$ cat config.mk
export PLATFORM = sky130hd
export DESIGN_NAME = secure_writeback
export DESIGN_NICKNAME = d
export VERILOG_FILES = /design/src/rtl/secure_wb_pkg.sv /design/src/rtl/wb_lock_fsm.sv /design/src/rtl/secure_writeback.sv
export SDC_FILE = /design/constraint.sdc
export NUM_CORES = 1
export LEC_CHECK = 0
export BUFFER_PORTS_ARGS = -buffer_cell sky130_fd_sc_hd__buf_2
export CAP_MARGIN = 15
export CORE_ASPECT_RATIO = 0.9
export CORE_MARGIN = 2
export CORE_UTILIZATION = 45
export CTS_CLUSTER_DIAMETER = 120
export DETAILED_ROUTE_END_ITERATION = 8
export HOLD_SLACK_MARGIN = 0.02
export PLACE_DENSITY = 0.8
export SKIP_LAST_GASP = 1
export SYNTH_ARGS = -nofsm -noshare
export SYNTH_HDL_FRONTEND = slang
export SYNTH_SLANG_ARGS = --single-unit
export TNS_END_PERCENT = 50
$ cat constraint.sdc
create_clock -name clk -period 6 [get_ports clk]
set_input_delay 1.2 -clock clk [delete_from_list [all_inputs] [get_ports clk]]
set_output_delay 1.2 -clock clk [all_outputs]
set_load 0.005 [all_outputs]
$ cat src/rtl/secure_wb_pkg.sv
// rtl/secure_wb_pkg.sv - shared types and default constants for the secure writeback stage
package secure_wb_pkg;

    typedef enum logic [1:0] {
        LOCKED   = 2'd0,
        UNLOCKED = 2'd1,
        LOCKOUT  = 2'd2
    } lock_state_e;

    localparam logic [9:0] DEF_PROT_BASE      = 10'h3C0;
    localparam int         DEF_UNLOCK_CYCLES  = 64;
    localparam int         DEF_LOCKOUT_CYCLES = 256;
    localparam int         DEF_MAX_BAD        = 3;

    localparam logic SRC_ALU = 1'b0;
    localparam logic SRC_MEM = 1'b1;

endpackage

$ cat src/rtl/wb_lock_fsm.sv
// rtl/wb_lock_fsm.sv - key-gated lock state machine with unlock window and lockout timers
module wb_lock_fsm
    import secure_wb_pkg::*;
#(
    parameter int KEY_W          = 16,
    parameter int UNLOCK_CYCLES  = DEF_UNLOCK_CYCLES,
    parameter int LOCKOUT_CYCLES = DEF_LOCKOUT_CYCLES,
    parameter int MAX_BAD        = DEF_MAX_BAD
) (
    input  logic             clk,
    input  logic             rst,
    input  logic             unlock_req,
    input  logic [KEY_W-1:0] unlock_key,
    input  logic             lock_req,
    input  logic [KEY_W-1:0] key_access,
    output logic             locked
);

    // One timer serves both the unlock window and the lockout period.
    localparam int TMR_MAX = (UNLOCK_CYCLES > LOCKOUT_CYCLES) ? UNLOCK_CYCLES : LOCKOUT_CYCLES;
    localparam int TMR_W   = $clog2(TMR_MAX);
    localparam int BAD_W   = $clog2(MAX_BAD + 1);

    localparam logic [TMR_W-1:0] UNLOCK_LOAD  = TMR_W'(UNLOCK_CYCLES - 1);
    localparam logic [TMR_W-1:0] LOCKOUT_LOAD = TMR_W'(LOCKOUT_CYCLES - 1);
    localparam logic [BAD_W-1:0] BAD_LIMIT    = BAD_W'(MAX_BAD);

    lock_state_e      state_q, state_d;
    logic [TMR_W-1:0] timer_q, timer_d;
    logic [BAD_W-1:0] bad_q,   bad_d;
    logic             key_ok;
    logic [BAD_W-1:0] bad_inc;

    assign key_ok  = (unlock_key == key_access);
    assign bad_inc = bad_q + BAD_W'(1);
    assign locked  = (state_q != UNLOCKED);

    // Next-state: relock has top priority, then per-state key handling and timer countdown.
    always_comb begin
        state_d = state_q;
        timer_d = timer_q;
        bad_d   = bad_q;
        if (lock_req) begin
            state_d = LOCKED;
            timer_d = '0;
        end else begin
            case (state_q)
                LOCKED: begin
                    if (unlock_req) begin
                        if (key_ok) begin
                            state_d = UNLOCKED;
                            timer_d = UNLOCK_LOAD;
                            bad_d   = '0;
                        end else if (bad_inc == BAD_LIMIT) begin
                            state_d = LOCKOUT;
                            timer_d = LOCKOUT_LOAD;
                            bad_d   = '0;
                        end else begin
                            bad_d   = bad_inc;
                        end
                    end
                end
                UNLOCKED: begin
                    if (unlock_req && key_ok) begin
                        timer_d = UNLOCK_LOAD;
                    end else if (unlock_req) begin
                        state_d = LOCKED;
                        timer_d = '0;
                        bad_d   = BAD_W'(1);
                    end else if (timer_q == '0) begin
                        state_d = LOCKED;
                    end else begin
                        timer_d = timer_q - TMR_W'(1);
                    end
                end
                LOCKOUT: begin
                    if (timer_q == '0) begin
                        state_d = LOCKED;
                    end else begin
                        timer_d = timer_q - TMR_W'(1);
                    end
                end
                default: begin
                    state_d = LOCKED;
                    timer_d = '0;
                    bad_d   = '0;
                end
            endcase
        end
    end

    // State, timer and wrong-key count registers.
    always_ff @(posedge clk) begin
        if (rst) begin
            state_q <= LOCKED;
            timer_q <= '0;
            bad_q   <= '0;
        end else begin
            state_q <= state_d;
            timer_q <= timer_d;
            bad_q   <= bad_d;
        end
    end

endmodule

$ cat src/rtl/secure_writeback.sv
// rtl/secure_writeback.sv - round-robin writeback port with protected window; audit outputs under SECURE_WB_AUDIT_EN
module secure_writeback
    import secure_wb_pkg::*;
#(
    parameter int                ADDR_W         = 10,
    parameter int                DATA_W         = 32,
    parameter int                KEY_W          = 16,
    parameter logic [ADDR_W-1:0] PROT_BASE      = ADDR_W'(DEF_PROT_BASE),
    parameter int                UNLOCK_CYCLES  = DEF_UNLOCK_CYCLES,
    parameter int                MAX_BAD        = DEF_MAX_BAD,
    parameter int                LOCKOUT_CYCLES = DEF_LOCKOUT_CYCLES,
    parameter int                VCNT_W         = 8
) (
    input  logic              clk,
    input  logic              rst,
    input  logic              alu_valid,
    output logic              alu_ready,
    input  logic [ADDR_W-1:0] alu_addr,
    input  logic [DATA_W-1:0] alu_data,
    input  logic              mem_valid,
    output logic              mem_ready,
    input  logic [ADDR_W-1:0] mem_addr,
    input  logic [DATA_W-1:0] mem_data,
    input  logic              unlock_req,
    input  logic [KEY_W-1:0]  unlock_key,
    input  logic              lock_req,
    input  logic [KEY_W-1:0]  key_access,
    output logic              wb_valid,
    output logic [ADDR_W-1:0] wb_addr,
    output logic [DATA_W-1:0] wb_data,
    output logic              locked,
    output logic              viol_pulse,
    output logic [VCNT_W-1:0] viol_count
`ifdef SECURE_WB_AUDIT_EN
    ,
    output logic [ADDR_W-1:0] viol_addr,
    output logic              viol_src
`endif
);

    logic              rr_q, rr_d;
    logic              grant_alu, grant_mem, accept, drop;
    logic [ADDR_W-1:0] sel_addr;
    logic [DATA_W-1:0] sel_data;

    logic              wb_valid_q,   wb_valid_d;
    logic [ADDR_W-1:0] wb_addr_q,    wb_addr_d;
    logic [DATA_W-1:0] wb_data_q,    wb_data_d;
    logic              viol_pulse_q, viol_pulse_d;
    logic [VCNT_W-1:0] viol_count_q, viol_count_d;

    wb_lock_fsm #(
        .KEY_W          (KEY_W),
        .UNLOCK_CYCLES  (UNLOCK_CYCLES),
        .LOCKOUT_CYCLES (LOCKOUT_CYCLES),
        .MAX_BAD        (MAX_BAD)
    ) u_lock_fsm (
        .clk        (clk),
        .rst        (rst),
        .unlock_req (unlock_req),
        .unlock_key (unlock_key),
        .lock_req   (lock_req),
        .key_access (key_access),
        .locked     (locked)
    );

    // Arbitration: a lone requester always wins; on contention rr picks, then flips to the loser.
    always_comb begin
        grant_alu = alu_valid && (!mem_valid || (rr_q == SRC_ALU));
        grant_mem = mem_valid && (!alu_valid || (rr_q == SRC_MEM));
        rr_d      = rr_q;
        if (alu_valid && mem_valid) begin
            rr_d = grant_alu ? SRC_MEM : SRC_ALU;
        end
        sel_addr  = grant_mem ? mem_addr : alu_addr;
        sel_data  = grant_mem ? mem_data : alu_data;
        accept    = grant_alu || grant_mem;
        drop      = accept && locked && (sel_addr >= PROT_BASE);
    end

    assign alu_ready = grant_alu;
    assign mem_ready = grant_mem;

    // Write port and violation bookkeeping; dropped writes still complete the handshake.
    always_comb begin
        wb_valid_d   = accept && !drop;
        wb_addr_d    = wb_addr_q;
        wb_data_d    = wb_data_q;
        viol_pulse_d = drop;
        viol_count_d = viol_count_q;
        if (wb_valid_d) begin
            wb_addr_d = sel_addr;
            wb_data_d = sel_data;
        end
        if (drop && (viol_count_q != '1)) begin
            viol_count_d = viol_count_q + VCNT_W'(1);
        end
    end

    // Arbiter pointer and registered write port.
    always_ff @(posedge clk) begin
        if (rst) begin
            rr_q         <= SRC_ALU;
            wb_valid_q   <= 1'b0;
            wb_addr_q    <= '0;
            wb_data_q    <= '0;
            viol_pulse_q <= 1'b0;
            viol_count_q <= '0;
        end else begin
            rr_q         <= rr_d;
            wb_valid_q   <= wb_valid_d;
            wb_addr_q    <= wb_addr_d;
            wb_data_q    <= wb_data_d;
            viol_pulse_q <= viol_pulse_d;
            viol_count_q <= viol_count_d;
        end
    end

    assign wb_valid   = wb_valid_q;
    assign wb_addr    = wb_addr_q;
    assign wb_data    = wb_data_q;
    assign viol_pulse = viol_pulse_q;
    assign viol_count = viol_count_q;

`ifdef SECURE_WB_AUDIT_EN
    logic [ADDR_W-1:0] viol_addr_q, viol_addr_d;
    logic              viol_src_q,  viol_src_d;

    // Capture the origin of the most recent dropped write.
    always_comb begin
        viol_addr_d = viol_addr_q;
        viol_src_d  = viol_src_q;
        if (drop) begin
            viol_addr_d = sel_addr;
            viol_src_d  = grant_mem ? SRC_MEM : SRC_ALU;
        end
    end

    // Audit registers.
    always_ff @(posedge clk) begin
        if (rst) begin
            viol_addr_q <= '0;
            viol_src_q  <= 1'b0;
        end else begin
            viol_addr_q <= viol_addr_d;
            viol_src_q  <= viol_src_d;
        end
    end

    assign viol_addr = viol_addr_q;
    assign viol_src  = viol_src_q;
`endif

endmodule

==> results.json, run 1 <==
{
  "period_share": 0.6213,
  "status": "finished, final reports clean",
  "drv_slew": 0,
  "area_growth_pct": 33.65,
  "yosys.area_share.simple": 0.2712,
  "syn_inst": 428,
  "io_pins": 177,
  "ys_seq_elements": 65,
  "finalSetupViolCount": 0,
  "maxCapViolations": 0,
  "hpwl_mm": 6.925,
  "worst_slew_pin_slew_ns": 1.059,
  "diodes": 0,
  "synth_largest_area_cell": "dfxtp_1",
  "crit_path_start": "alu_valid",
  "postLayoutCoreUtil": 0.6233,
  "ys_types": 51,
  "grt_pass1_wl_mm": 14.97,
  "die_area_um2": 8075,
  "via_per_inst": 5.332,
  "crit_path_cell_trace": "buf_2 > nor2b_4 > nand2b_1 > buf_4 > inv_1 > buf_4 > buf_2",
  "crit_path_max_incr_delay_ns": 0.36,
  "path_class": "in -> out",
  "num_vias": 3663,
  "startpoint_type": "input port",
  "worstPathMaxFanout": 39,
  "slew_headroom": 0.2938,
  "p_per_area_nw_per_um2": 231.7,
  "peakVddDrop_uv": 134.7,
  "io_buffers": 176,
  "drt_iter0_markers": 148,
  "grt_pass1_vias": 3409,
  "die_h_um": 85.45,
  "grt_setup_unrepaired": "false",
  "core_area_um2": 7112,
  "hold_violations": 0,
  "syn_avg_cell_area_um2": 7.750,
  "synth_top_family_by_area": "simple AND/OR/NAND/NOR gates",
  "syn_nets": 553,
  "clock.fmax_mhz": 268.2,
  "start_util": 0.4664,
  "cts_buffers": 9,
  "place_area_um2": 4238,
  "layout_min_cycle_time_ns": 3.728,
  "clock_skew_ns": 0.006434,
  "clock-sinks": 65,
  "r2r_start": "rr_q$_SDFFE_PP0P_",
  "cts_setup_buffers": 0,
  "grt_start_max_net_pins": 80,
  "synth_fa_ha_area_frac": 0.01132,
  "place_ws_ns": 2.271,
  "synth_mux_area_frac": 0.009053,
  "ys.flop_type": "dfxtp_1",
  "min_path_type": "reg -> reg",
  "slowest_stage": "buf_4",
  "worstPathRequired_ns": 4.80,
  "worst_ep_arrival_time_ns": 2.53,
  "cts_resized": 0,
  "wl_mm": 9.442,
  "cts_tree": "built",
  "synth-compound-area-share": 0.2116,
  "synth_top_area_frac": 0.3923,
  "drc": 0,
  "netlist_area_um2": 3317,
  "globalRoute.totalOverflow": 0,
  "p_leak_nw": 2.094,
  "cts_root_buf": "clkbuf_8",
  "tns_ns": 0,
  "worstSetupEndpointType": "output pin",
  "cts_buffer_depth": 2,
  "yosysWarningCount": 0,
  "gp_congestion": 0.8068,
  "yosysMostFrequentCell": "nand2_1",
  "final_area_um2": 4433,
  "netlist_top_cells_area": "dfxtp_1 39%, a311oi_1 11%, nand2_1 10%, nor2_1 6.8%, xnor2_1 4.8%",
  "antenna_left": 0,
  "h-tree-depth": 3,
  "ys_seq_area_frac": 0.3923,
  "dr.pass1.iters": 4,
  "nets": 715,
  "synth_xor_area_frac": 0.05545,
  "yosys-top-cells-count": "88 x nand2_1, 65 x dfxtp_1, 60 x nor2_1",
  "hp-start": "wb_data[16]$_SDFFE_PP0P_",
  "hold_slack_ns": 0.4962,
  "wire_per_inst_um": 13.74,
  "grt_usage": 0.2292,
  "async_flop_share": 0,
  "cts_hold_buf": 0,
  "antenna_found_initial": 0,
  "clk_pin_slew_ns": 0.07,
  "layout-drive-gt1-share": 0.3418,
  "synth_edf_count": 0,
  "worst_slack_ns": 2.272,
  "die_w_um": 94.50,
  "rows": 29,
  "clk_latency_ns": 0.33
}
-- sequential cells by signal, indices dropped and copies added, names as in the netlist --
signal and flops:
wb_data 32, u_lock_fsm.state_q 2, rr_q 1, u_lock_fsm.timer_q 8, wb_valid 1, wb_addr 10
viol_count 8, u_lock_fsm.bad_q 2, viol_pulse 1
-- through the flow --
step / cells / total power [mW]
2_1_floorplan: 428 / 0.5791
3_3_place_gp: 672 / 0.6608
3_5_place_dp: 672 / 0.6665
4_1_cts: 687 / 1.036
5_1_grt: 687 / 1.074
6_report: 687 / 1.027
-- critical path: cells and delay by family --
family	cells	cell delay, ns
simple gates	2	0.33
buf+inv	5	0.97
-- power breakdown --
| group | total (mW) | internal [mW] | leakage [nW] | switching [mW] |
|---|---|---|---|---|
| logic | 0.181 | 0.0875 | 1.46 | 0.0936 |
| clock network | 0.370 | 0.211 | 0.102 | 0.159 |
| registers | 0.476 | 0.460 | 0.536 | 0.0151 |
| total | 1.03 | 0.759 | 2.09 | 0.268 |
-- routing by layer --
layer / track usage / share of wire / wire, um
met4: 0.09486 / 0.018 / 167
met1: 0.2706 / 0.42 / 3938
met5: 0 / 0 / 0
met2: 0.4000 / 0.51 / 4778
met3: 0.05151 / 0.059 / 558
-- cells in the final DEF (no fill, tap or decap), drive strengths merged, types with 5 or more instances in the layout --
cell type,n
inv,12
dfxtp,65
clkbuf,12
nand2,88
nand3,7
xnor2,18
a311oi,42
or2,5
buf,180
a21oi,18
nor2,60
nand4,6
o21ai,14
-- worst paths after layout --
| check | cells past startpoint | end | slack [ns] |
|---|---|---|---|
| worst max register to register | 6 | viol_count[3]$_SDFFE_PP0P_ | 3.44 |
| worst max-delay path | 7 | mem_ready | 2.27 |
| worst min-delay path | 2 | wb_data[16]$_SDFFE_PP0P_ | 0.50 |
| worst min register to register | 2 | wb_data[16]$_SDFFE_PP0P_ | 0.50 |
-- area by class of cell --
class | instances | area [um2]
tap | 93 | 116.4
fill | 677 | 2679
clock inverter | 3 | 40.04
clock buffer | 12 | 155.1
sequential | 65 | 1301
inverter | 12 | 45.04
timing repair buffer | 180 | 910.9
multi-input combinational | 322 | 1864
-- logic make-up (layout without fill, tap and decap cells) --
family | count (synthesis) | in the layout
xor gates and xnor gates | 21 | 21
DFF | 65 | 65
AOI/OAI and AO/OA | 95 | 95
and+or+nand+nor | 200 | 200
adders and majority gates | 3 | 3
buffers and inverters | 41 | 207
muxes | 3 | 3
(Power assumes the default switching activity.)
==> run 2, diff against run 1 <==
==> constraint.sdc (replaced) <==
create_clock -name clk -period 3.5 [get_ports clk]
set_input_delay 0.7 -clock clk [delete_from_list [all_inputs] [get_ports clk]]
set_output_delay 0.7 -clock clk [all_outputs]
set_load 0.005 [all_outputs]
==> run 2 against run 1 <==
Sequential cell count is the same. Utilization rose by 1.5 points. Sequential share of layout area decreased by 0.70 points. Sequential power is 71% higher. Critical endpoint is now wb_data[8]$_SDFFE_PP0P_. Largest power group is now the clock network. Highest routed layer unchanged.
==> results.json, run 2 (synthesis results as in run 1) <==
{
  "drt_iter0_markers": 137,
  "worst_slew_pin_slew_ns": 0.7744,
  "io_pins": 177,
  "hold_violations": 0,
  "layout-drive-gt1-share": 0.3467,
  "dp.cells": 674,
  "grt_setup_unrepaired": "false",
  "status": "finished, final reports clean",
  "diodes": 0,
  "wl_mm": 9.390,
  "r2r_start": "u_lock_fsm.state_q[1]$_SDFFE_PP0P_",
  "min_path_type": "reg -> reg",
  "num_vias": 3608,
  "worstPathMaxFanout": 72,
  "die_h_um": 85.45,
  "startpoint_type": "input port",
  "period_share": 0.6735,
  "dr.pass1.iters": 5,
  "worstPathRequired_ns": 3.73,
  "p_leak_nw": 2.145,
  "die_w_um": 94.50,
  "drc": 0,
  "layout_min_cycle_time_ns": 2.357,
  "via_per_inst": 5.229,
  "cts_root_buf": "clkbuf_8",
  "postLayoutCoreUtil": 0.6385,
  "h-tree-depth": 3,
  "worst_ep_arrival_time_ns": 2.59,
  "drv_slew": 0,
  "crit_path_max_incr_delay_ns": 0.37,
  "grt_start_max_net_pins": 73,
  "cts_buffers": 9,
  "clk_latency_ns": 0.34,
  "cts_resized": 0,
  "wire_per_inst_um": 13.61,
  "core_area_um2": 7112,
  "die_area_um2": 8075,
  "finalSetupViolCount": 0,
  "slowest_stage": "a21boi_4",
  "maxCapViolations": 0,
  "slew_headroom": 0.4794,
  "area_growth_pct": 36.89,
  "hp-start": "wb_data[14]$_SDFFE_PP0P_",
  "p_per_area_nw_per_um2": 441.6,
  "cp_top_family": "compound AO/OA/AOI/OAI gates",
  "clock-sinks": 65,
  "antenna_left": 0,
  "crit_path_start": "mem_valid",
  "clk_pin_slew_ns": 0.08,
  "path_class": "in -> reg",
  "final_cell_mix": "176 x buf_2, 88 x nand2_1, 65 x dfxtp_1",
  "start_util": 0.4664,
  "tns_ns": 0,
  "io_buffers": 176,
  "antenna_found_initial": 0,
  "crit_path_cell_trace": "buf_2 > or2_1 > and2_1 > a21boi_1 > a21boi_4 > buf_12 > nor2_1 > a311oi_1",
  "crit_buf_inv": 2,
  "clock_skew_ns": 0.008187,
  "nets": 717,
  "clock.fmax_mhz": 424.2,
  "grt_usage": 0.2300,
  "globalRoute.totalOverflow": 0,
  "cts_buffer_depth": 2,
  "largest_reg_flops": 32,
  "gp_congestion": 0.8271,
  "peakVddDrop_uv": 244.8,
  "grt_pass1_vias": 3426,
  "rows": 29,
  "final_common_cell": "buf_2",
  "cts_setup_buffers": 0,
  "worstSetupEndpointType": "flip-flop",
  "cts_tree": "built",
  "grt_pass1_wl_mm": 14.92,
  "cts_hold_buf": 0,
  "hpwl_mm": 6.998,
  "finalNonFillerCells": 690
}
==> run 2: metrics by stage <==
step	power, mW	hold WS (ns)	instance area [um2]	worst slack [ns]
after floorplan	0.9927	0.4692	3317	1.120
after detailed placement	1.146	0.4899	4265	0.7995
after global placement	1.137	0.4799	4265	0.9111
after global routing	2.094	0.5220	4541	0.9763
final	2.005	0.4980	4541	1.143
after CTS	2.018	0.5015	4541	1.156
==> run 2: path summary, 6_finish.rpt <==
check	endpoint	slack (ns)	cells past startpoint
max	wb_data[8]$_SDFFE_PP0P_	1.14	8
min	wb_data[14]$_SDFFE_PP0P_	0.50	2
max reg2reg	viol_count[7]$_SDFFE_PP0P_	1.16	6
min reg2reg	wb_data[14]$_SDFFE_PP0P_	0.50	2
==> run 2: report_power, final <==
part | internal (mW) | switching [mW]
Clock | 0.569 | 0.308
Combinational | 0.153 | 0.161
Sequential | 0.789 | 0.0252
Total | 1.51 | 0.495
==> run 2: worst min-delay path, delay by kind of cell, from the launching register on <==
kind / cells / cell delay [ns]
AO/OA/AOI/OAI: 1 / 0.05
flip-flops: 1 / 0.31
AND/OR/NAND/NOR: 1 / 0.09
==> run 2: final cells by class <==
type | count | area, um2
clock buffer | 10 | 137.6
clock inverter | 6 | 137.6
fill | 681 | 2571
inverter | 12 | 45.04
multi-input combinational | 322 | 1864
sequential | 65 | 1301
tap | 93 | 116.4
timing repair buffer | 182 | 938.4
==> run 2: metal layers <==
metal / track usage / part of all wire
met5: 0 / 0
met4: 0.1133 / 0.022
met3: 0.04174 / 0.058
met2: 0.3818 / 0.49
met1: 0.2867 / 0.43
